## src/rtl/spi_flash_rd_seq.sv

```systemverilog
// spi_flash_rd_seq
//   Read sequencer sitting in front of the x1spi single-line SPI flash
//   controller. A read request (24-bit start address, 16-bit byte count) is
//   split into bursts of at most BURST_LEN bytes. Each burst is one x1spi
//   transaction. Returned bytes are collected in a first-word-fall-through
//   FIFO and presented as a valid/ready byte stream. A burst is issued only
//   when the FIFO has room for all of it, because x1spi cannot be stalled.
//
// Ports
//   i_clk, i_rst            clock, asynchronous active-high reset
//   i_req_valid/o_req_ready request handshake (ready only in IDLE)
//   i_req_addr, i_req_len   start byte address, byte count (0 = no-op)
//   o_busy                  request in progress
//   o_done                  one-cycle pulse once every requested byte is stored
//   o_dat_valid/o_dat       FIFO head byte, i_dat_ready pops it
//   o_spi_*                 x1spi command side (start pulse, opcode, address,
//                           dummy setting, "more bytes wanted")
//   i_spi_finish            x1spi transaction complete pulse
//   i_spi_data/i_spi_rdy    read byte from x1spi, one cycle per byte
module spi_flash_rd_seq #(
  parameter int unsigned BURST_LEN  = 16,
  parameter int unsigned FIFO_DEPTH = 32,
  parameter logic [7:0]  RD_CMD     = 8'h0B,
  parameter logic [2:0]  DUM_NUM    = 3'h3
) (
  input  logic        i_clk,
  input  logic        i_rst,
  input  logic        i_req_valid,
  output logic        o_req_ready,
  input  logic [23:0] i_req_addr,
  input  logic [15:0] i_req_len,
  output logic        o_busy,
  output logic        o_done,
  output logic        o_dat_valid,
  output logic [7:0]  o_dat,
  input  logic        i_dat_ready,
  output logic        o_spi_start,
  input  logic        i_spi_finish,
  output logic [7:0]  o_spi_cmd,
  output logic [23:0] o_spi_addr,
  output logic [2:0]  o_spi_dum_num,
  output logic        o_spi_exi_rdata,
  input  logic [7:0]  i_spi_data,
  input  logic        i_spi_rdy
);

  localparam int unsigned AW = (FIFO_DEPTH > 1) ? $clog2(FIFO_DEPTH) : 1;
  localparam int unsigned CW = $clog2(FIFO_DEPTH) + 1;
  localparam logic [15:0] BL = 16'(BURST_LEN);

  typedef enum logic [2:0] {
    S_IDLE,
    S_WAIT_ROOM,
    S_ISSUE,
    S_RECV,
    S_WAIT_FIN
  } state_t;

  state_t      state, state_n;
  logic [23:0] cur_addr, cur_addr_n;
  logic [15:0] remaining, remaining_n;
  logic [15:0] rcv_cnt, rcv_cnt_n;
  logic [23:0] spi_addr, spi_addr_n;
  logic        exi, exi_n;
  logic        done, done_n;

  logic [15:0] blen;
  logic [15:0] rcvd;
  logic        push;
  logic        pop;

  logic [7:0]    mem [FIFO_DEPTH];
  logic [AW-1:0] wr_ptr, rd_ptr;
  logic [CW-1:0] count;
  logic [CW-1:0] fifo_free;

  // Burst length is derived from remaining, which only changes when a burst
  // ends, so it stays stable for the whole transaction.
  assign blen      = (remaining < BL) ? remaining : BL;
  assign push      = (state == S_RECV) && i_spi_rdy;
  assign rcvd      = rcv_cnt + 16'(push);
  assign pop       = (count != '0) && i_dat_ready;
  assign fifo_free = CW'(FIFO_DEPTH) - count;

  always_ff @(posedge i_clk or posedge i_rst) begin
    if (i_rst) begin
      state     <= S_IDLE;
      cur_addr  <= '0;
      remaining <= '0;
      rcv_cnt   <= '0;
      spi_addr  <= '0;
      exi       <= 1'b0;
      done      <= 1'b0;
    end else begin
      state     <= state_n;
      cur_addr  <= cur_addr_n;
      remaining <= remaining_n;
      rcv_cnt   <= rcv_cnt_n;
      spi_addr  <= spi_addr_n;
      exi       <= exi_n;
      done      <= done_n;
    end
  end

  always_comb begin
    state_n     = state;
    cur_addr_n  = cur_addr;
    remaining_n = remaining;
    rcv_cnt_n   = rcv_cnt;
    spi_addr_n  = spi_addr;
    exi_n       = exi;
    done_n      = 1'b0;
    unique case (state)
      S_IDLE: begin
        if (i_req_valid) begin
          cur_addr_n  = i_req_addr;
          remaining_n = i_req_len;
          if (i_req_len == '0) done_n  = 1'b1;
          else                 state_n = S_WAIT_ROOM;
        end
      end
      S_WAIT_ROOM: begin
        if (fifo_free >= CW'(blen)) begin
          state_n    = S_ISSUE;
          spi_addr_n = cur_addr;
          exi_n      = 1'b1;
          rcv_cnt_n  = '0;
        end
      end
      S_ISSUE: begin
        state_n   = S_RECV;
        rcv_cnt_n = '0;
      end
      S_RECV: begin
        rcv_cnt_n = rcvd;
        if (rcvd == blen) begin
          exi_n       = 1'b0;
          cur_addr_n  = cur_addr + 24'(blen);
          remaining_n = remaining - blen;
          // finish coinciding with the last byte skips WAIT_FIN
          if (i_spi_finish) begin
            if (remaining == blen) begin
              done_n  = 1'b1;
              state_n = S_IDLE;
            end else begin
              state_n = S_WAIT_ROOM;
            end
          end else begin
            state_n = S_WAIT_FIN;
          end
        end else if (i_spi_finish) begin
          // early termination: account only for bytes actually received and
          // re-issue from the first missing address
          exi_n       = 1'b0;
          cur_addr_n  = cur_addr + 24'(rcvd);
          remaining_n = remaining - rcvd;
          state_n     = S_WAIT_ROOM;
        end
      end
      S_WAIT_FIN: begin
        if (i_spi_finish) begin
          if (remaining == '0) begin
            done_n  = 1'b1;
            state_n = S_IDLE;
          end else begin
            state_n = S_WAIT_ROOM;
          end
        end
      end
      default: state_n = S_IDLE;
    endcase
  end

  function automatic logic [AW-1:0] ptr_inc(input logic [AW-1:0] p);
    return (p == AW'(FIFO_DEPTH - 1)) ? '0 : p + AW'(1);
  endfunction

  always_ff @(posedge i_clk) begin
    if (push) mem[wr_ptr] <= i_spi_data;
  end

  always_ff @(posedge i_clk or posedge i_rst) begin
    if (i_rst) begin
      wr_ptr <= '0;
      rd_ptr <= '0;
      count  <= '0;
    end else begin
      if (push) wr_ptr <= ptr_inc(wr_ptr);
      if (pop)  rd_ptr <= ptr_inc(rd_ptr);
      count <= count + CW'(push) - CW'(pop);
    end
  end

  assign o_req_ready     = (state == S_IDLE);
  assign o_busy          = (state != S_IDLE);
  assign o_done          = done;
  assign o_dat_valid     = (count != '0);
  assign o_dat           = (count != '0) ? mem[rd_ptr] : '0;
  assign o_spi_start     = (state == S_ISSUE);
  assign o_spi_cmd       = RD_CMD;
  assign o_spi_addr      = spi_addr;
  assign o_spi_dum_num   = DUM_NUM;
  assign o_spi_exi_rdata = exi;

endmodule

```

## config.mk

```make
export PLATFORM = sky130hd
export DESIGN_NAME = spi_flash_rd_seq
export DESIGN_NICKNAME = d
export VERILOG_FILES = /design/src/rtl/spi_flash_rd_seq.sv
export SDC_FILE = /design/constraint.sdc
export NUM_CORES = 1
export LEC_CHECK = 0
export CORE_ASPECT_RATIO = 1.5
export CORE_UTILIZATION = 60
export DETAILED_ROUTE_END_ITERATION = 12
export HOLD_SLACK_MARGIN = 0.02
export PLACE_DENSITY = 0.87
export SYNTH_ARGS = -nofsm -noshare
export SYNTH_HDL_FRONTEND = slang
export SYNTH_SLANG_ARGS = --single-unit
```

## constraint.sdc

```tcl
create_clock -name i_clk -period 5.2 [get_ports i_clk]
set_clock_uncertainty 0.05 [all_clocks]
set_input_delay 0.52 -clock i_clk [delete_from_list [all_inputs] [get_ports i_clk]]
set_output_delay 0.52 -clock i_clk [all_outputs]
set_load 0.005 [all_outputs]
```

==> impl_metrics.py, run 1 <==
metrics = {
    "clocking": {
        "clk_pin_slew_ps": 70,
        "cts_tree": "done",
        "cts-resized-gates": 0,
        "cts_sinks": 357,
        "cts_root_buf": "clkbuf_16",
        "postCtsSetupBuffers": 0,
        "clockBufferDepth": 3,
        "cts_hold_buf": 0,
        "cts_buffers": 31,
        "htree_num_levels": 1,
        "clock_latency_ps": 580,
    },
    "grt": {
        "grt_antenna_before_repair": 0,
        "grt_start_max_net_pins": 71,
        "grt_pass1_wl_um": 65200,
        "grt_use_total_pct": 29.0,
        "grt_pass1_vias": 11669,
        "overflow": 0,
    },
    "timing": {
        "setup_violations": 0,
        "fin_crit_sh_pct": 93.0,
        "whs_ps": 450,
        "hold_violations": 0,
        "slew_headroom_pct": 16.2,
        "setup_tns_ps": 0,
        "final.min_clock_period_ps": 4830,
        "fmax_mhz": 207,
        "rsz0062_at_grt": "no",
        "slew_violations": 0,
        "worst_pin_slew_ps": 1250,
    },
    "worst_setup_path": {
        "critPathSlowestCell": "dfrtp_1",
        "path_delay_family": "compound AO/OA/AOI/OAI gates",
        "worst_setup_path_start_kind": "flop",
        "slowest_delay_ps": 480,
        "cp_common_cell": "ha_1",
        "cp.required_ps": 5580,
        "path_cells": "nand2b_1 -> nor2_4 -> nand2_1 -> inv_2 -> ha_1 -> ha_1 -> nand3_1 -> nor2_1 -> nand2_1 -> xnor2_1 -> ha_1 -> a2111o_1 -> a31oi_1 -> o211a_1 -> o31a_1 -> a211o_1 -> nor2b_1 -> a211oi_1 -> a211oi_1",
        "crit_fanout": 12,
        "worstPathArrival_ps": 5220,
        "crit_type": "flop to flop",
        "endpoint_kind": "flop",
        "crit_buf_inv": 1,
    },
    "synth": {
        "ys.warnings.count": 0,
        "syn_inst": 1304,
        "ys.flop_type": "edfxtp_1",
        "synth_area_um2": 17500,
        "ys_seq_area_share_pct": 58.4,
        "syn-mean-instance-area_um2": 13.4,
        "async_reset_ff_share_pct": 28.3,
        "yosysUniqueCellTypes": 77,
        "synth-edff-count": 256,
        "yosys_register_bits": 357,
    },
    "die": {
        "dieArea_um2": 29800,
        "rows": 76,
        "die_h_um": 211,
        "coreArea_um2": 28700,
        "io_pins": 103,
        "start_util_pct": 60.9,
        "fp.dieW_um": 141,
    },
    "finish": {
        "diodes": 0,
        "drive_gt1_share_pct": 13.8,
        "fillerInstances": 1972,
        "synthToLayoutAreaGrowth_pct": 13.1,
        "final_nets": 1487,
        "fin_area_um2": 19800,
        "final_util_pct": 68.9,
    },
    "detailed_routing": {
        "drt_wl_total_um": 41600,
        "avgViaCountPerCell": 6.35,
        "wire_per_inst_um": 23.3,
        "drc_errors": 0,
        "vias": 11339,
        "drtAntennaViolNets": 0,
        "drt_pass1_iterations": 6,
        "drtIter0Drc": 1041,
    },
    "pwr": {
        "power_mw": 10.5,
        "power.density_nw_per_um2": 533,
        "irDropWorstVdd_v": 0.000462,
        "p_leak_nw": 7.12,
    },
    "placed_design": {
        "dpl_cell_area_um2": 18700,
        "dp_hpwl_um": 27900,
        "port_buffers": 91,
        "gp_congestion": 0.997,
    },
    "hold_path": {
        "min_path_type": "input port to async pin",
    },
    "job": {
        "cap_violations": 0,
    },
    "status": {
        "outcome": "finished clean",
    },
}
## power breakdown
group          total (mW)  internal, mW  switching (mW)
logic                4.08          1.96            2.13
clock network        2.39          1.34            1.05
registers            4.08          3.45           0.633
total                10.5          6.74            3.80
## state kept, by name, indices dropped and copies added (netlist names)
register and flops:
state 3, cur_addr 24, o_done 1, rd_ptr 5, remaining 16, rcv_cnt 16
o_spi_addr 24, wr_ptr 5, count 6, o_spi_exi_rdata 1, mem 256
## path summary, 6_finish.rpt
| check | start | to | slack (ps) | cells past startpoint |
|---|---|---|---|---|
| setup / recovery | state[2] | cur_addr[18] | 370 | 19 |
| hold / removal | i_rst | o_spi_addr[22] | 450 | 2 |
| setup reg to reg | state[2] | cur_addr[18] | 370 | 19 |
| hold reg to reg | o_spi_addr[22] | o_spi_addr[22] | 460 | 1 |
| max in group asynchronous | i_rst | remaining[12] | 3610 | 3 |
| min in group i_clk | i_req_addr[11] | cur_addr[11] | 460 | 3 |
## final cells by class
class | instances | area (um^2) | share of cell area, %
clock buffer | 40 | 830 | 4.20
clock inverter | 18 | 224 | 1.13
multi-input combinational | 833 | 6820 | 34.5
sequential | 357 | 10200 | 51.7
tap | 390 | 488 | 2.47
inverter | 46 | 175 | 0.886
timing repair buffer | 101 | 1010 | 5.11
## per-stage QoR
step,worst slack (ps),std cells
finish,365,1785
global route,13.8,1785
CTS,263,1785
detailed placement,156,1727
global placement,302,1727
floorplan,905,1315
## synth_stat cells (all sizes together), types with 6 or more instances
| library cell | instances | share of area [%] |
|---|---|---|
| edfxtp | 256 | 44 |
| nor2 | 125 | 2.7 |
| dfrtp | 101 | 14 |
| nand2 | 91 | 2.0 |
| mux4 | 80 | 10 |
| o21ai | 80 | 2.3 |
| ha | 60 | 4.3 |
| clkbuf | 49 | 1.1 |
| a21oi | 47 | 1.3 |
| inv | 45 | 0.97 |
| xnor2 | 32 | 1.6 |
| buf | 30 | 1.0 |
| mux2 | 26 | 1.7 |
| xor2 | 25 | 1.3 |
| nor3 | 21 | 0.60 |
| nand3 | 19 | 0.54 |
| a211oi | 16 | 0.69 |
| a31oi | 16 | 0.57 |
| mux2i | 14 | 0.80 |
| nand4 | 13 | 0.47 |
| nor4 | 13 | 0.84 |
| and3 | 11 | 0.39 |
| a21o | 9 | 0.39 |
| nand2b | 9 | 0.32 |
| or3 | 9 | 0.32 |
| nor2b | 8 | 0.29 |
| o22ai | 7 | 0.25 |
| o211ai | 6 | 0.26 |
## layout by cell type (no fill, tap or decap), types with 9 or more instances in the layout
master	Yosys	routed
edfxtp_1	256	256
nor2_1	125	122
dfrtp_1	101	99
clkdlybuf4s50_1	0	91
nand2_1	91	90
mux4_2	80	80
o21ai_0	78	77
ha_1	60	60
a21oi_1	47	47
inv_1	44	43
xnor2_1	32	31
clkbuf_16	0	31
mux2_2	26	26
xor2_1	25	24
nor3_1	21	20
nand3_1	19	19
a211oi_1	16	16
a31oi_1	16	16
mux2i_1	14	14
nand4_1	13	13
conb_1	2	13
and3_1	11	11
nand2b_1	9	9
a21o_1	9	9
or3_1	9	9
## per-layer routing
metal,GRT usage (%),share of wire [%]
met1,32.7,35
met2,53.7,55
met3,3.31,5.1
met4,14.7,5.3
met5,0,0
## kinds of logic (layout without fill, tap and decap cells)
| family | after synthesis | in the layout | share of synthesized area [%] |
|---|---|---|---|
| AOI/OAI and AO/OA | 235 | 235 | 8.47 |
| xor gates and xnor gates | 58 | 58 | 2.99 |
| adders and majority gates | 63 | 63 | 4.64 |
| buffers and inverters | 125 | 205 | 3.06 |
| DFF | 357 | 357 | 58.4 |
| muxes | 120 | 120 | 12.8 |
| other | 2 | 13 | 0.0430 |
| and+or+nand+nor | 344 | 344 | 9.59 |
Note: power is estimated with default switching activity, not from simulation.
==> run 2, diff against run 1 <==
--- a/config.mk
+++ b/config.mk
@@ -6,8 +6,9 @@
 export NUM_CORES = 1
 export LEC_CHECK = 0
 export CORE_ASPECT_RATIO = 1.5
-export CORE_UTILIZATION = 60
+export CORE_UTILIZATION = 64
 export DETAILED_ROUTE_END_ITERATION = 12
+export DONT_BUFFER_PORTS = 1
 export HOLD_SLACK_MARGIN = 0.02
 export PLACE_DENSITY = 0.87
 export SYNTH_ARGS = -nofsm -noshare
==> constraint.sdc (replaced) <==
create_clock -name i_clk -period 4.85 [get_ports i_clk]
set_clock_uncertainty 0.05 [all_clocks]
set_input_delay 0.485 -clock i_clk [delete_from_list [all_inputs] [get_ports i_clk]]
set_output_delay 0.485 -clock i_clk [all_outputs]
set_load 0.005 [all_outputs]
==> run 2 against run 1 <==
Non-clock buffer count shrank 67. Hold slack worse by 410 ps. Maximum frequency is 6.6% higher. Wire length grew 1.6%. Flip-flop and latch count stayed put. Core utilization increased by 2.7 points. Combinational power increased by 1%. Clock power increased by 9.6%. Sequential share of layout area grew 1.9 points. Power up 5.3%. Critical endpoint unchanged. Largest cell class unchanged. Highest routed layer unchanged.
==> impl_metrics.py, run 2 (same netlist as run 1, synthesis figures left out) <==
metrics = {
    "worst_setup_path": {
        "cp_common_cell": "ha_1",
        "slowest_delay_ps": 430,
        "worst_setup_path_start_kind": "flop",
        "path_delay_family": "compound AO/OA/AOI/OAI gates",
        "worstPathArrival_ps": 4910,
        "crit_buf_inv": 1,
        "endpoint_kind": "flop",
        "crit_type": "flop to flop",
        "critPathSlowestCell": "a2111o_1",
        "crit_fanout": 12,
        "cp.required_ps": 5230,
        "path_cells": "nand2b_1 -> nor2_4 -> nand2_1 -> inv_2 -> ha_1 -> ha_1 -> nand3_1 -> nor2_1 -> nand2_1 -> xnor2_1 -> ha_1 -> a2111o_1 -> a31oi_1 -> o211a_1 -> o31a_1 -> a211o_1 -> nor2b_1 -> a211oi_1 -> a211oi_1",
    },
    "timing": {
        "fmax_mhz": 220,
        "hold_violations": 0,
        "slew_violations": 0,
        "final.min_clock_period_ps": 4540,
        "slew_headroom_pct": 19.5,
        "fin_crit_sh_pct": 93.5,
        "setup_violations": 0,
        "worst_pin_slew_ps": 1210,
    },
    "pwr": {
        "p_leak_nw": 6.92,
        "power_mw": 11.1,
        "irDropWorstVdd_v": 0.000454,
        "power.density_nw_per_um2": 582,
    },
    "finish": {
        "regMostFlops": "mem",
        "final_nets": 1420,
        "final_util_pct": 71.5,
        "diodes": 0,
        "multi_input_area_um2": 6820,
        "regArea_um2": 10200,
        "mostFrequentLayoutCell": "edfxtp_1",
        "largest_reg_flops": 256,
        "fin_area_um2": 19100,
        "synthToLayoutAreaGrowth_pct": 9.14,
        "final_cell_mix": "edfxtp_1, nor2_1, dfrtp_1, nand2_1, mux4_2",
        "drive_gt1_share_pct": 15.7,
        "fillerInstances": 1680,
    },
    "job": {
        "cap_violations": 0,
    },
    "detailed_routing": {
        "wire_per_inst_um": 25.4,
        "drc_errors": 0,
        "drt_pass1_iterations": 7,
        "drtIter0Drc": 1009,
        "vias": 11215,
        "drt_wl_total_um": 42300,
        "drtAntennaViolNets": 0,
        "avgViaCountPerCell": 6.74,
    },
    "placed_design": {
        "dpl_cell_area_um2": 17800,
        "dp_hpwl_um": 27300,
        "port_buffers": 0,
        "gp_congestion": 0.988,
    },
    "die": {
        "io_pins": 103,
        "dieArea_um2": 28000,
        "coreArea_um2": 26700,
        "die_h_um": 204,
        "rows": 73,
        "fp.dieW_um": 137,
        "start_util_pct": 65.5,
    },
    "grt": {
        "overflow": 0,
        "grt_pass1_vias": 11445,
        "grt_use_total_pct": 31.3,
        "grt_pass1_wl_um": 65200,
        "grt_start_max_net_pins": 59,
        "grt_antenna_before_repair": 0,
    },
    "clocking": {
        "cts_buffers": 31,
        "clock_latency_ps": 560,
        "cts_tree": "done",
        "clk_pin_slew_ps": 70,
        "clockBufferDepth": 3,
        "cts_root_buf": "clkbuf_16",
        "htree_num_levels": 1,
        "cts_sinks": 357,
    },
    "status": {
        "outcome": "finished clean",
    },
    "hold_path": {
        "min_path_type": "input port to flop",
    },
}
run 2: changes by cell type in the layout (fill, tap and decap cells not counted), moves of 3 or more:
cell | previous run | this run
clkdlybuf4s50_1 | 91 | 0
dlygate4sd3_1 | 0 | 6
buf_4 | 8 | 19
buf_12 | 2 | 9
clkinv_1 | 2 | 5
clkinv_4 | 4 | 1
clkinv_2 | 4 | 8
clkbuf_1 | 7 | 4
run 2: final cells by class:
| type | count | share of cell area, % |
|---|---|---|
| Clock buffer | 36 | 4.22 |
| Inverter | 46 | 0.918 |
| Clock inverter | 21 | 1.35 |
| Multi-Input combinational cell | 833 | 35.7 |
| Tap cell | 337 | 2.21 |
| Timing Repair Buffer | 34 | 2.01 |
| Sequential cell | 357 | 53.6 |
run 2: repair_timing:
action	4_1_cts	5_1_grt
hold buffers	14	0
gates resized for setup	0	10
setup endpoints to repair	0	11
buffers inserted	0	2
hold endpoints to repair	318	0
run 2: final timing paths:
path | start | endpoint | slack, ps | depth (start not counted)
worst min register to register | cur_addr[2] | cur_addr[2] | 480 | 2
min in group asynchronous | i_rst | o_spi_addr[19] | 500 | 2
worst max register to register | state[2] | cur_addr[18] | 310 | 19
max in group asynchronous | i_rst | cur_addr[6] | 3190 | 3
worst max-delay path | state[2] | cur_addr[18] | 310 | 19
worst min-delay path | i_req_addr[0] | cur_addr[0] | 40 | 2
run 2: power breakdown:
part           leakage [nW]  internal [mW]  total [mW]  switching [mW]
clock                 0.525           1.51        2.62            1.11
combinational          2.86           1.83        4.14            2.31
sequential             3.53           3.69        4.34           0.649
run 2: stage by stage:
step | worst slack (ps) | instances | setup TNS (ps) | hold slack [ps]
after floorplan | 555 | 1315 | 0 | 422
after global placement | 344 | 1591 | 0 | 451
after detailed placement | 193 | 1591 | 0 | 469
after CTS | 164 | 1662 | 0 | 24.6
after global routing | -0.596 | 1664 | -0.596 | 41.6
final | 314 | 1664 | 0 | 38.6
run 2: worst register-to-register path, stage by stage (launching register included):
cell and delay, ps:
dfrtp_1 370, nand2b_1 200, nor2_4 130, nand2_1 140
inv_2 190, ha_1 180, ha_1 290, nand3_1 190
nor2_1 200, nand2_1 110, xnor2_1 180, ha_1 240
a2111o_1 430, a31oi_1 380, o211a_1 270, o31a_1 170
a211o_1 250, nor2b_1 120, a211oi_1 240, a211oi_1 70
run 2: layer usage:
metal  global-route usage (%)  vias to the layer above  share of wire (%)
met2                     56.2                      621                 53
met1                     36.6                     5522                 35
met4                     14.1                        0                4.9
met5                        0                        -                  0
met3                     4.66                      145                7.3
li1                         -                     4927                  -
